===== config.mk =====
export PLATFORM = sky130hd
export DESIGN_NAME = nx_msg_arbiter
export DESIGN_NICKNAME = d
export VERILOG_FILES = /design/src/rtl/nx_msg_arbiter.sv
export SDC_FILE = /design/constraint.sdc
export NUM_CORES = 1
export LEC_CHECK = 0
export CAP_MARGIN = 10
export CORE_ASPECT_RATIO = 0.75
export CORE_MARGIN = 2
export CORE_UTILIZATION = 39
export DETAILED_ROUTE_END_ITERATION = 10
export MAX_ROUTING_LAYER = met4
export PLACE_DENSITY = 0.86
export SETUP_SLACK_MARGIN = 0.4
export SLEW_MARGIN = 10
export SYNTH_ARGS = -nofsm -noshare
export SYNTH_HDL_FRONTEND = slang
export SYNTH_SLANG_ARGS = --single-unit

===== constraint.sdc =====
create_clock -name clk_i -period 2.7 [get_ports clk_i]
set_input_delay 0.54 -clock clk_i [delete_from_list [all_inputs] [get_ports clk_i]]
set_output_delay 0.54 -clock clk_i [all_outputs]
set_load 0.005 [all_outputs]

===== src/rtl/nx_msg_arbiter.sv =====
// Round-robin arbiter sharing one registered nx_message_t egress among INPUTS requesters.
// Optional per-requester grant counters are enabled with `define NX_ARB_STATS_EN.

package nx_pkg;
  typedef struct packed {
    logic [7:0]  dst;
    logic [3:0]  kind;
    logic [31:0] payload;
  } nx_message_t;
endpackage

module nx_msg_arbiter
  import nx_pkg::*;
#(
  parameter int INPUTS    = 4,
  parameter int SRC_WIDTH = ($clog2(INPUTS) > 0 ? $clog2(INPUTS) : 1)
) (
  input  logic                          clk_i,
  input  logic                          rst_ni,
  input  nx_message_t [INPUTS-1:0]      inbound_data_i,
  input  logic        [INPUTS-1:0]      inbound_valid_i,
  output logic        [INPUTS-1:0]      inbound_ready_o,
  output nx_message_t                   outbound_data_o,
  output logic        [SRC_WIDTH-1:0]   outbound_source_o,
  output logic                          outbound_valid_o,
  input  logic                          outbound_ready_i,
  output logic                          idle_o
`ifdef NX_ARB_STATS_EN
  ,
  input  logic                          stats_clear_i,
  output logic [INPUTS-1:0][15:0]       stats_grants_o
`endif
);

  localparam logic [SRC_WIDTH:0] NUM_REQ = (SRC_WIDTH+1)'(INPUTS);

  logic [SRC_WIDTH-1:0] ptr_r;
  logic [SRC_WIDTH-1:0] grant_idx_s;
  logic                 grant_found_s;
  logic [SRC_WIDTH:0]   sum_s;
  logic [SRC_WIDTH:0]   cand_s;
  logic                 can_accept_s;
  logic                 xfer_s;

  assign can_accept_s = !outbound_valid_o | outbound_ready_i;
  assign xfer_s       = can_accept_s & grant_found_s;
  assign idle_o       = !outbound_valid_o & ~|inbound_valid_i;

  // Rotating search from the slot after the last grant; sum never exceeds 2*INPUTS-1.
  always_comb begin
    grant_found_s = 1'b0;
    grant_idx_s   = '0;
    sum_s         = '0;
    cand_s        = '0;
    for (int k = 1; k <= INPUTS; k++) begin
      sum_s  = {1'b0, ptr_r} + (SRC_WIDTH+1)'(k);
      cand_s = (sum_s >= NUM_REQ) ? (sum_s - NUM_REQ) : sum_s;
      if (!grant_found_s && inbound_valid_i[cand_s[SRC_WIDTH-1:0]]) begin
        grant_found_s = 1'b1;
        grant_idx_s   = cand_s[SRC_WIDTH-1:0];
      end else begin
        grant_found_s = grant_found_s;
      end
    end
  end

  // Ready is returned only to the granted requester, and only when the register can take it.
  always_comb begin
    inbound_ready_o = '0;
    if (xfer_s) begin
      inbound_ready_o[grant_idx_s] = 1'b1;
    end else begin
      inbound_ready_o = '0;
    end
  end

  // Output register and last-grant pointer; a pop with a same-cycle grant reloads in place.
  always_ff @(posedge clk_i or negedge rst_ni) begin
    if (!rst_ni) begin
      outbound_valid_o  <= 1'b0;
      outbound_data_o   <= '0;
      outbound_source_o <= '0;
      ptr_r             <= SRC_WIDTH'(INPUTS - 1);
    end else if (xfer_s) begin
      outbound_valid_o  <= 1'b1;
      outbound_data_o   <= inbound_data_i[grant_idx_s];
      outbound_source_o <= grant_idx_s;
      ptr_r             <= grant_idx_s;
    end else if (outbound_valid_o && outbound_ready_i) begin
      outbound_valid_o  <= 1'b0;
    end else begin
      outbound_valid_o  <= outbound_valid_o;
    end
  end

`ifdef NX_ARB_STATS_EN
  // Saturating grant counters; clear wins over a same-cycle increment.
  always_ff @(posedge clk_i or negedge rst_ni) begin
    if (!rst_ni) begin
      stats_grants_o <= '0;
    end else if (stats_clear_i) begin
      stats_grants_o <= '0;
    end else if (xfer_s && (stats_grants_o[grant_idx_s] != 16'hFFFF)) begin
      stats_grants_o[grant_idx_s] <= stats_grants_o[grant_idx_s] + 16'd1;
    end else begin
      stats_grants_o <= stats_grants_o;
    end
  end
`endif

endmodule


# ---- Word level (Yosys, flattened, before mapping)
# Index checks and enable logic that the tools add are counted.
# Widths: inputs -> output; s select.
dict set report op_classes {
  add_sub_neg 8
  magnitude_cmp 10
  muxes 27
  n_bitwise 3
  reduce_logical 12
}
# cell n
set op_table {}
lappend op_table {{$bmux 44 s2} 1}
lappend op_table {{$mux 44} 1}
lappend op_table {{$mux 2} 8}
lappend op_table {{$lt 2x3->1 const B} 5}
lappend op_table {{$ge 3x3->1 const B} 4}
lappend op_table {{$mux 1} 11}
lappend op_table {{$bmux 1 s2} 4}
lappend op_table {{$sub 2x1->2 const B} 4}
lappend op_table {{$add 2x2->3 const B} 2}
lappend op_table {{$logic_and 1x1->1} 5}
lappend op_table {{$logic_not 1->1} 5}
lappend op_table {{$mux 4} 1}
lappend op_table {{$reduce_or 4->1} 1}
lappend op_table {{$add 2x1->3 const B} 1}
lappend op_table {{$add 2x3->3 const B} 1}
lappend op_table {{$and 1x1->1} 2}
lappend op_table {{$demux 1 s2} 1}
lappend op_table {{$ge 2x1->1 const B} 1}
lappend op_table {{$reduce_bool 2->1} 1}
lappend op_table {{$or 1x1->1} 1}
dict set report word_totals {
  register_bits 49
  input_bits 183
  output_inout_bits 52
  word_cells 66
}

# ---- Logic depth before layout (Yosys ltp)
# Gate-level depths: netlist (run 1).
dict set report depth {
  ltp_word 20
  ltp_mapped 7
  ltp_nobuf 5
}

# ---- Worst setup path before layout (run 1)
# OpenSTA, ideal clock, no wires.
dict set report synth_path {
  kind {input-to-output}
  start {in inbound_valid_i[1]}
  end {out inbound_ready_o[0]}
  t_arrival_ns 1.673
  t_required_ns 2.160
  setup_slack_ns 0.487
  stages 6
  n_path_buf 2
  path_cell_list {or4_4 > and2_1 > buf_6 > nand2_8 > buf_6 > nor2_1}
}
dict set report synth_between {
  elab_chain_len 17
  elab_cells_between_ends 29
  classes_between {order compare: 2; mux: 19; bitwise: 1; reduce/logical: 7}
}
# item line_no
set synth_lines {}
lappend synth_lines {{start: declaration} 21} ;# input logic [INPUTS-1:0] inbound_valid_i,
lappend synth_lines {{$bmux 1 s2} 58} ;# if (!grant_found_s && inbound_valid_i[cand_s[SRC_WIDTH-1:0]]) begin
lappend synth_lines {{$mux 1 (implied by the code)} 58}
lappend synth_lines {{$mux 1} 58}
lappend synth_lines {{$logic_not 1->1} 58}
lappend synth_lines {{$logic_and 1x1->1} 58}
lappend synth_lines {{$mux 1} 58}
lappend synth_lines {{$logic_not 1->1} 58}
lappend synth_lines {{$logic_and 1x1->1} 58}
lappend synth_lines {{$mux 1} 58}
lappend synth_lines {{$logic_not 1->1} 58}
lappend synth_lines {{$logic_and 1x1->1} 58}
lappend synth_lines {{$mux 2} 58}
lappend synth_lines {{$lt 2x3->1 (implied by the code) or $ge 2x1->1 (tied branches)} 71} ;# inbound_ready_o[grant_idx_s] = 1'b1;
lappend synth_lines {{$logic_and 1x1->1 (implied by the code)} 71}
lappend synth_lines {{$mux 1 (implied by the code)} 71}
lappend synth_lines {{$demux 1 s2} 71}
lappend synth_lines {{$mux 4 *} 70} ;# if (xfer_s) begin
lappend synth_lines {{end: declaration} 22} ;# output logic [INPUTS-1:0] inbound_ready_o,
# Mark *: on every way between the ends. The rest lies on a longest branch, timed or not. The select of a mux whose other input is x is not followed.

# ---- Final worst setup path (run 1)
dict set report layout_path {
  start {in inbound_valid_i[2]}
  end {out inbound_ready_o[1]}
}
# The elaborated chain is that of the path after synthesis.

==> results of run 1 <==
critical path: stages:
cell and delay [ns]:
clkdlybuf4s15_1 0.20, or4_4 0.44, buf_6 0.14, and2_4 0.17, nand2_8 0.06, nor2_1 0.04
buf_2 0.14
state kept, by name (all words and copies together) (netlist names):
signal	count
outbound_data_o	44
ptr_r	2
outbound_valid_o	1
outbound_source_o	2
final cells by class:
| class | instances | area (sq um) |
|---|---|---|
| clock buffers | 7 | 143 |
| inverters | 1 | 3.75 |
| flip-flops and latches | 49 | 1230 |
| clock inverters | 1 | 30.0 |
| fillers | 629 | 2480 |
| repair buffers | 256 | 2530 |
| multi-input cells | 207 | 1950 |
| well taps | 108 | 135 |
how the worst max path moves through the flow:
stage,from,to,slack [ns],depth (start not counted)
after CTS,ptr_r[0]$_DFFE_PN1P_,inbound_ready_o[0],0.42,5
after floorplan,inbound_valid_i[1],inbound_ready_o[0],0.49,6
final,inbound_valid_i[2],inbound_ready_o[1],0.43,7
after detailed placement,inbound_valid_i[1],inbound_ready_o[3],-0.25,7
after global routing,ptr_r[0]$_DFFE_PN1P_,inbound_ready_o[2],0.34,5
after global placement,inbound_valid_i[1],inbound_ready_o[1],-0.20,6
cell usage in the layout (no fill, tap or decap), types with 2 or more instances in the layout:
cell             netlist  layout
clkdlybuf4s50_1        0     224
nand2_1               49      48
a21oi_1                3       3
clkbuf_16              0       6
buf_4                  0      18
mux2i_1               88      85
nor2_1                 8       7
mux2i_2                0       3
buf_6                  9       2
buf_2                  8       7
dfrtp_1               47      47
dfstp_2                2       2
nand2b_1               5       4
o221ai_2              45      45
power by group through the flow:
stage               registers [mW]  logic (mW)  clock network (mW)
floorplan                     1.08       0.961                   0
finish                        1.07        1.80               0.721
CTS                           1.07        1.77               0.737
global placement              1.06        1.73                   0
global route                  1.09        1.92               0.781
detailed placement            1.08        1.77                   0
cells by family (layout without fill, tap and decap cells):
logic type / after synthesis / count (layout)
flip-flops: 49 / 49
AND/OR/NAND/NOR: 67 / 67
buffers and inverters: 26 / 265
AO/OA/AOI/OAI: 52 / 52
multiplexers: 88 / 88
routing by layer:
| metal | vias up | track usage | routed length (microns) |
|---|---|---|---|
| li1 | 1553 | - | - |
| met1 | 1558 | 0.253 | 4280 |
| met2 | 138 | 0.430 | 5810 |
| met3 | 13 | 0.0600 | 824 |
| met4 | 0 | 0.0510 | 135 |
| met5 | - | - | 0 |
metrics by stage:
step	setup WS [ns]	hold WS, ns	cell area [sq um]
global route	0.345	0.270	6010
CTS	0.417	0.256	5950
global placement	-0.196	0.461	5780
floorplan	0.487	0.244	3440
detailed placement	-0.248	0.474	5780
finish	0.431	0.238	6010
timing repair:
| action | CTS | global route |
|---|---|---|
| resized for setup | 35 | 8 |
| buffers inserted | 3 | 0 |
| pin swaps | 4 | 4 |
| setup endpoints to repair | 48 | 30 |
| cloned | 0 | 1 |
==> metrics.cfg, run 1 <==
[status]
outcome = finished clean

[routing]
drt-pass1-iter-count = 4
ant_nets = 0
drtIter0Drc = 59
vias_per_cell = 5.19
route.detailed.drc = 0
vias = 3262
wl_per_cell_microns = 17.6
routed_wl_microns = 11100

[synth]
seq_area_frac_synth = 0.358
synth_edf_count = 0
yosysTopAreaCellShare = 0.342
synthTopCellsByArea = dfrtp_1 34%, mux2i_1 26%, o221ai_2 20%
yosys.area.top_type = dfrtp_1
synth_cells = 282
yosysUniqueCellTypes = 22
async_flop_share = 1.00
ys_warn_count = 0
ys_top_cells_by_count = 88 x mux2i_1, 49 x nand2_1, 47 x dfrtp_1
netlist_area_sq_um = 3440
synth_compound_area_frac = 0.212
yosys.area_share.adder = 0
postSynthRegisterBits = 49
synth_xor_area_frac = 0
syn_nets = 465
synth_top_family_by_area = multiplexers
syn-mean-instance-area_sq_um = 12.2
synth_most_common_cell = mux2i_1
synth-simple-area-share = 0.0867
synthMuxAreaShare = 0.256
ys.flop_type = dfrtp_1

[placement]
numPortBuffers = 234
place_inst = 617
hpwl_microns = 8710
place_congestion = 0.964

[clocking]
clock_path_buffers = 2
clk_latency_ns = 0.28
htreeDepth = 2
path_clk_slew_ns = 0.06
cts_tree = built
postCtsHoldBufs = 0
cts_sinks = 49
cts_made_buffers = 5
cts_root_buf = clkbuf_16

[critical_path]
cp_max_fo = 3
reg2reg_to = outbound_data_o[3]$_DFFE_PN0P_
critPathKind = in2out
crit_path_end_kind = output port
arrival_ns = 1.73
worstSetupStartpointType = primary input
crit_required_ns = 2.16
rr_worst_depth = 7
regToRegSetupSlack_ns = 0.47
reg2reg_from = ptr_r[0]$_DFFE_PN1P_

[power]
peakVddDrop_mv = 0.332
p_comb_frac = 0.502
intPower_mw = 2.47
p_total_mw = 3.59
sw_frac_of_total = 0.311
power_per_cell_area_nw_per_um2 = 596
p_seq_frac = 0.297
clockPowerShare = 0.201
p_sw_mw = 1.12
leakage_nw = 2.54

[layout]
area_growth_pct = 75.1
drive_above_1_share = 0.184
instances_no_fill = 629
final_core_util = 0.708
diodes = 0
nNetsFinal = 703

[flow_run]
cap_violations = 0

[die]
num_rows = 29
die_x_microns = 112
ioPinCount = 235
die_area_sq_um = 9580
fp.coreArea_sq_um = 8490
die_h_microns = 85.3
start_util = 0.405

[global_route]
gr-total-overflow = 0
grt_first_pass_wirelength_microns = 17300
grt.total_usage = 0.233
grt_max_degree = 47
grt_pass1_vias = 3555
grt_antenna_before_repair = 0

[sta]
tightest_slew_ns = 0.550
hold_viol = 0
max-slew-margin-rel = 0.634
fin_setup_tns_ns = 0
max_freq_mhz = 441
slew_viol_final = 0
period_share = 0.841
skew_ns = 0.00350
setup_viol = 0
period_needed_ns = 2.27
rsz0062_at_grt = false

[min_path]
worstHoldPathType = in2async

Note: power is estimated with default switching activity, not from simulation.
==> inputs of run 2 (changes only) <==
- CORE_UTILIZATION: 39 -> 36
- PLACE_DENSITY: 0.86 -> 0.81
- clock period: 2.7 -> 2.2 ns (I/O delays scaled with it)
==> metrics.cfg, run 2 (synthesized netlist as in run 1, its figures left out) <==
[placement]
numPortBuffers = 234  ; unchanged
place_ws_ns = -0.506  ; was -0.248 ns
place_congestion = 0.794  ; was 0.964
hpwl_microns = 9020  ; was 8710 microns

[layout]
drive_above_1_share = 0.316  ; was 0.184
largest_reg_flops = 44  ; unchanged
final_core_util = 0.730  ; was 0.708
nNetsFinal = 714  ; was 703
regMostFlops = outbound_data_o  ; unchanged
layout_commonest_cell = clkdlybuf4s50_1  ; unchanged
diodes = 0  ; unchanged
final_cell_mix = 224 x clkdlybuf4s50_1, 48 x nand2_1, 47 x dfrtp_1  ; was 224 x clkdlybuf4s50_1, 85 x mux2i_1, 48 x nand2_1
area_growth_pct = 94.6  ; was 75.1%
top_regs = outbound_data_o x44, outbound_source_o x2, ptr_r x2  ; unchanged

[clocking]
cts_sinks = 49  ; unchanged
path_clk_slew_ns = 0.06  ; about the same
clock_path_buffers = 2  ; unchanged
cts_tree = built  ; unchanged
htreeDepth = 2  ; unchanged
clk_latency_ns = 0.28  ; about the same
postCtsHoldBufs = 0  ; unchanged
cts_made_buffers = 5  ; unchanged
cts_root_buf = clkbuf_16  ; unchanged

[power]
leakage_nw = 2.58  ; was 2.54 nW
peakVddDrop_mv = 0.335  ; was 0.332 mV
power_per_cell_area_nw_per_um2 = 726  ; was 596 nW/um^2

[sta]
max_freq_mhz = 477
setup_viol = 0  ; unchanged
slew_viol_final = 0  ; unchanged
rsz0062_at_grt = true  ; was false
worst_slack_ns = 0.104  ; was 0.431 ns
tightest_slew_ns = 0.587  ; was 0.550 ns
period_needed_ns = 2.10
period_share = 0.953
max-slew-margin-rel = 0.609  ; was 0.634
skew_ns = 0.00717  ; was 0.00350 ns
hold_viol = 0  ; unchanged

[die]
start_util = 0.375  ; was 0.405
die_h_microns = 88.6  ; was 85.3 microns
ioPinCount = 235  ; unchanged
num_rows = 30  ; was 29
die_x_microns = 117  ; was 112 microns
die_area_sq_um = 10300  ; was 9580 sq um
fp.coreArea_sq_um = 9160  ; was 8490 sq um

[routing]
ant_nets = 0  ; unchanged
wl_per_cell_microns = 19.3  ; was 17.6 microns
route.detailed.drc = 0  ; unchanged
drtIter0Drc = 99  ; was 59
routed_wl_microns = 12700  ; was 11100 microns
vias_per_cell = 5.14  ; was 5.19
drt-pass1-iter-count = 5  ; was 4
vias = 3391  ; was 3262

[global_route]
grt_first_pass_wirelength_microns = 18600  ; was 17300 microns
gr-total-overflow = 0  ; unchanged
grt.total_usage = 0.242  ; was 0.233
grt_max_degree = 47  ; unchanged
grt_pass1_vias = 3682  ; was 3555
grt_antenna_before_repair = 0  ; unchanged

[critical_path]
reg2reg_from = ptr_r[0]$_DFFE_PN1P_  ; unchanged
reg2reg_to = outbound_data_o[3]$_DFFE_PN0P_  ; unchanged
cp-startpoint = ptr_r[0]$_DFFE_PN1P_  ; was inbound_valid_i[2]
cp_max_fo = 3  ; unchanged
crit_required_ns = 1.76  ; was 2.16 ns
worstSetupStartpointType = flop  ; was primary input
arrival_ns = 1.66  ; was 1.73 ns
rr_worst_depth = 8  ; was 7
regToRegSetupSlack_ns = 0.12  ; was 0.47 ns
crit_path_end_kind = output port  ; unchanged
critPathKind = reg2out  ; was in2out

[min_path]
worstHoldPathType = in2async  ; unchanged

[status]
outcome = finished clean  ; unchanged

[flow_run]
cap_violations = 0  ; unchanged

==> run 2: changes by cell type in the layout (fill, tap and decap cells not counted), moves of 3 or more <==
| cell | before | now |
|---|---|---|
| buf_6 | 2 | 6 |
| mux2i_1 | 85 | 31 |
| mux2i_4 | 0 | 20 |
| buf_8 | 0 | 5 |
| mux2i_2 | 3 | 37 |
| buf_16 | 1 | 6 |
| nor2_1 | 7 | 4 |
| buf_4 | 18 | 15 |
==> run 2: power by group <==
| part | internal, mW | switching (mW) |
|---|---|---|
| clock | 0.423 | 0.331 |
| sequential | 1.16 | 0.149 |
| combinational | 1.70 | 1.09 |
| total | 3.29 | 1.57 |
==> run 2: critical path, cell delays in order (launching register included) <==
cell and delay [ns]:
dfstp_2 0.55, nand2b_4 0.14, o21ai_4 0.06, a221o_1 0.37, nor2_2 0.12, buf_2 0.13
==> run 2: per-layer routing <==
metal / track usage / wire length (microns)
met4: 0.0513 / 143
met5: - / 0
met3: 0.0534 / 854
met1: 0.260 / 4850
met2: 0.456 / 6860
==> run 2: metrics by stage <==
stage / hold slack (ns) / std cells / TNS [ns] / power (mW) / instance area, sq um
2_1_floorplan: 0.144 / 282 / 0 / 2.53 / 3470
3_3_place_gp: 0.462 / 642 / -18.09 / 3.48 / 5880
3_5_place_dp: 0.463 / 642 / -20.06 / 3.55 / 5880
4_1_cts: 0.164 / 659 / 0 / 4.74 / 6520
5_1_grt: 0.175 / 660 / 0 / 5.11 / 6690
6_report: 0.158 / 660 / 0 / 4.85 / 6690
==> run 2: cell type report <==
type | instances | area [sq um]
Inverter | 1 | 3.75
Sequential cell | 49 | 1230
Clock buffer | 7 | 133
Multi-Input combinational cell | 207 | 2370
Clock inverter | 1 | 7.51
Fill cell | 674 | 2470
Tap cell | 128 | 160
Timing Repair Buffer | 267 | 2780
==> run 2: how the worst max path moves through the flow <==
| stage | end | slack, ns |
|---|---|---|
| 2_1_floorplan | inbound_ready_o[0] | 0.23 |
| 3_3_place_gp | inbound_ready_o[2] | -0.50 |
| 3_5_place_dp | inbound_ready_o[3] | -0.51 |
| 4_1_cts | inbound_ready_o[1] | 0.09 |
| 5_1_grt | inbound_ready_o[2] | 0.05 |
| 6_report | inbound_ready_o[2] | 0.10 |
==> run 2: repair_timing <==
item | 4_1_cts | 5_1_grt
pin swaps | 14 | 1
hold endpoints to repair | 0 | 0
endpoints found under the setup margin | 53 | 53
gates resized for setup | 120 | 30
buffers inserted | 5 | 0
gates cloned | 4 | 1
==> inputs of run 3 (changes only) <==
- CELL_PAD_IN_SITES_DETAIL_PLACEMENT: default -> 1
- CELL_PAD_IN_SITES_GLOBAL_PLACEMENT: default -> 2
- CORE_UTILIZATION: 36 -> 20
- PLACE_DENSITY: 0.81 -> 0.79
==> metrics.cfg, run 3 (synthesized netlist as in run 1, its figures left out) <==
[sta]
tightest_slew_ns = 0.544  ; was 0.587 ns
whs_ns = 0.0356  ; was 0.158 ns
max_freq_mhz = 463  ; was 477 MHz
rsz0062_at_grt = true  ; unchanged
period_share = 0.981  ; was 0.953
fin_setup_tns_ns = 0  ; unchanged
hold_viol = 0  ; unchanged
setup_viol = 0  ; unchanged
period_needed_ns = 2.16  ; was 2.10 ns
skew_ns = 0.00630  ; was 0.00717 ns
slew_viol_final = 0  ; unchanged
max-slew-margin-rel = 0.637  ; was 0.609

[clocking]
cts_root_buf = clkbuf_16  ; unchanged
path_clk_slew_ns = 0.07  ; was 0.06 ns
cts_made_buffers = 5  ; unchanged
htreeDepth = 2  ; unchanged
clk_latency_ns = 0.30  ; was 0.28 ns
clock_path_buffers = 2  ; unchanged
cts_sinks = 49  ; unchanged
cts_tree = built  ; unchanged

[routing]
drt-pass1-iter-count = 4  ; was 5
ant_nets = 0  ; unchanged
drtIter0Drc = 95  ; was 99
vias_per_cell = 4.47  ; was 5.14
routed_wl_microns = 14100  ; was 12700 microns
wl_per_cell_microns = 18.4  ; was 19.3 microns
route.detailed.drc = 0  ; unchanged
vias = 3416  ; was 3391

[critical_path]
regToRegSetupSlack_ns = 0.04  ; was 0.12 ns
arrival_ns = 2.32  ; was 1.66 ns
critPathKind = reg2reg  ; was reg2out
worstSetupStartpointType = flop  ; unchanged
crit_path_end_kind = flop  ; was output port
crit_required_ns = 2.36  ; was 1.76 ns
cp_max_fo = 8  ; was 3

[die]
num_rows = 41  ; was 30
fp.coreArea_sq_um = 16800  ; was 9160 sq um
die_h_microns = 118  ; was 88.6 microns
die_area_sq_um = 18300  ; was 10300 sq um
ioPinCount = 235  ; unchanged
die_x_microns = 155  ; was 117 microns
start_util = 0.204  ; was 0.375

[layout]
multi_input_area_sq_um = 2440  ; was 2370 sq um
drive_above_1_share = 0.362  ; was 0.316
nFillCells = 1777  ; was 674
nNetsFinal = 732  ; was 714
regMostFlops = outbound_data_o  ; unchanged
top_regs = outbound_data_o x44, outbound_source_o x2, ptr_r x2  ; unchanged
diodes = 0  ; unchanged
final-seq-area_sq_um = 1230  ; unchanged
layout_commonest_cell = clkdlybuf4s50_1  ; unchanged
final_cell_mix = 224 x clkdlybuf4s50_1, 48 x nand2_1, 47 x dfrtp_1  ; unchanged
largest_reg_flops = 44  ; unchanged
area_growth_pct = 104  ; was 94.6%

[global_route]
grt_first_pass_wirelength_microns = 21500  ; was 18600 microns
gr-total-overflow = 0  ; unchanged
grt_pass1_vias = 3884  ; was 3682
grt_max_degree = 47  ; unchanged
grt.total_usage = 0.152  ; was 0.242
grt_antenna_before_repair = 0  ; unchanged

[status]
outcome = finished clean  ; unchanged

[min_path]
worstHoldPathType = in2async  ; unchanged

[placement]
place_congestion = 0.848  ; was 0.794
hpwl_microns = 10400  ; was 9020 microns
numPortBuffers = 234  ; unchanged

[power]
peakVddDrop_mv = 0.315  ; was 0.335 mV
power_per_cell_area_nw_per_um2 = 723  ; was 726 nW/um^2
leakage_nw = 2.65  ; was 2.58 nW

[flow_run]
cap_violations = 0  ; unchanged

run 3: cell types whose count changed in the layout (fill, tap and decap cells not counted), sizes merged:
cell / previous run / this run
buf: 42 / 59
clkinvlp: 1 / 0
clkinv: 0 / 2
run 3: routing by layer:
layer / up-vias / global-route usage / part of all wire
met4: 0 / 0.0310 / 0.0082
met1: 1670 / 0.182 / 0.43
li1: 1611 / - / -
met5: - / - / 0
met2: 125 / 0.256 / 0.49
met3: 10 / 0.0438 / 0.070
run 3: cell type report:
cell class,count,share of cell area
timing repair buffer,285,0.418
multi-input combinational,207,0.348
sequential,49,0.175
tap,215,0.0383
clock buffer,6,0.0184
clock inverter,2,0.00143
inverter,1,0.000535
run 3: worst paths after layout:
kind	start	to	cells after the start
max	ptr_r[0]$_DFFE_PN1P_	outbound_data_o[8]$_DFFE_PN0P_	9
min	rst_ni	outbound_data_o[4]$_DFFE_PN0P_	1
max reg2reg	ptr_r[0]$_DFFE_PN1P_	outbound_data_o[8]$_DFFE_PN0P_	9
min reg2reg	outbound_source_o[1]$_DFFE_PN0P_	outbound_source_o[1]$_DFFE_PN0P_	2
max in group asynchronous	rst_ni	outbound_data_o[26]$_DFFE_PN0P_	2
min in group clk_i	outbound_source_o[1]$_DFFE_PN0P_	outbound_source_o[1]$_DFFE_PN0P_	2
run 3: worst max-delay path, cell delays in order, from the launching register on:
cell and delay [ns]:
dfstp_2 0.56, nand2b_4 0.14, o21ai_4 0.07, a221oi_4 0.32, buf_6 0.16, buf_12 0.13
buf_12 0.11, buf_16 0.14, mux2i_2 0.26, o221ai_2 0.12
run 3: where the power goes:
| part | leakage (nW) | switching (mW) | internal (mW) | total [mW] |
|---|---|---|---|---|
| Clock | 0.0706 | 0.353 | 0.419 | 0.772 |
| Sequential | 0.593 | 0.154 | 1.16 | 1.32 |
| Combinational | 1.99 | 1.14 | 1.84 | 2.98 |
| Total | 2.65 | 1.65 | 3.42 | 5.07 |
run 3: what timing repair did:
action | 4_1_cts | 5_1_grt
buffers inserted | 12 | 7
gates cloned | 1 | 1
pin swaps | 9 | 6
hold buffers | 0 | 0
endpoints found under the setup margin | 53 | 50
gates resized for setup | 113 | 68
run 3: through the flow:
stage / utilization / worst slack [ns] / power (mW) / area [sq um] / instances
2_1_floorplan: - / 0.233 / 2.53 / 3470 / 282
3_3_place_gp: 0.358 / -0.542 / 3.56 / 6020 / 736
3_5_place_dp: 0.358 / -0.635 / 3.62 / 6020 / 736
4_1_cts: 0.394 / 0.0226 / 4.82 / 6620 / 757
5_1_grt: 0.417 / -0.0547 / 5.36 / 7020 / 765
6_report: 0.417 / 0.0419 / 5.07 / 7020 / 765
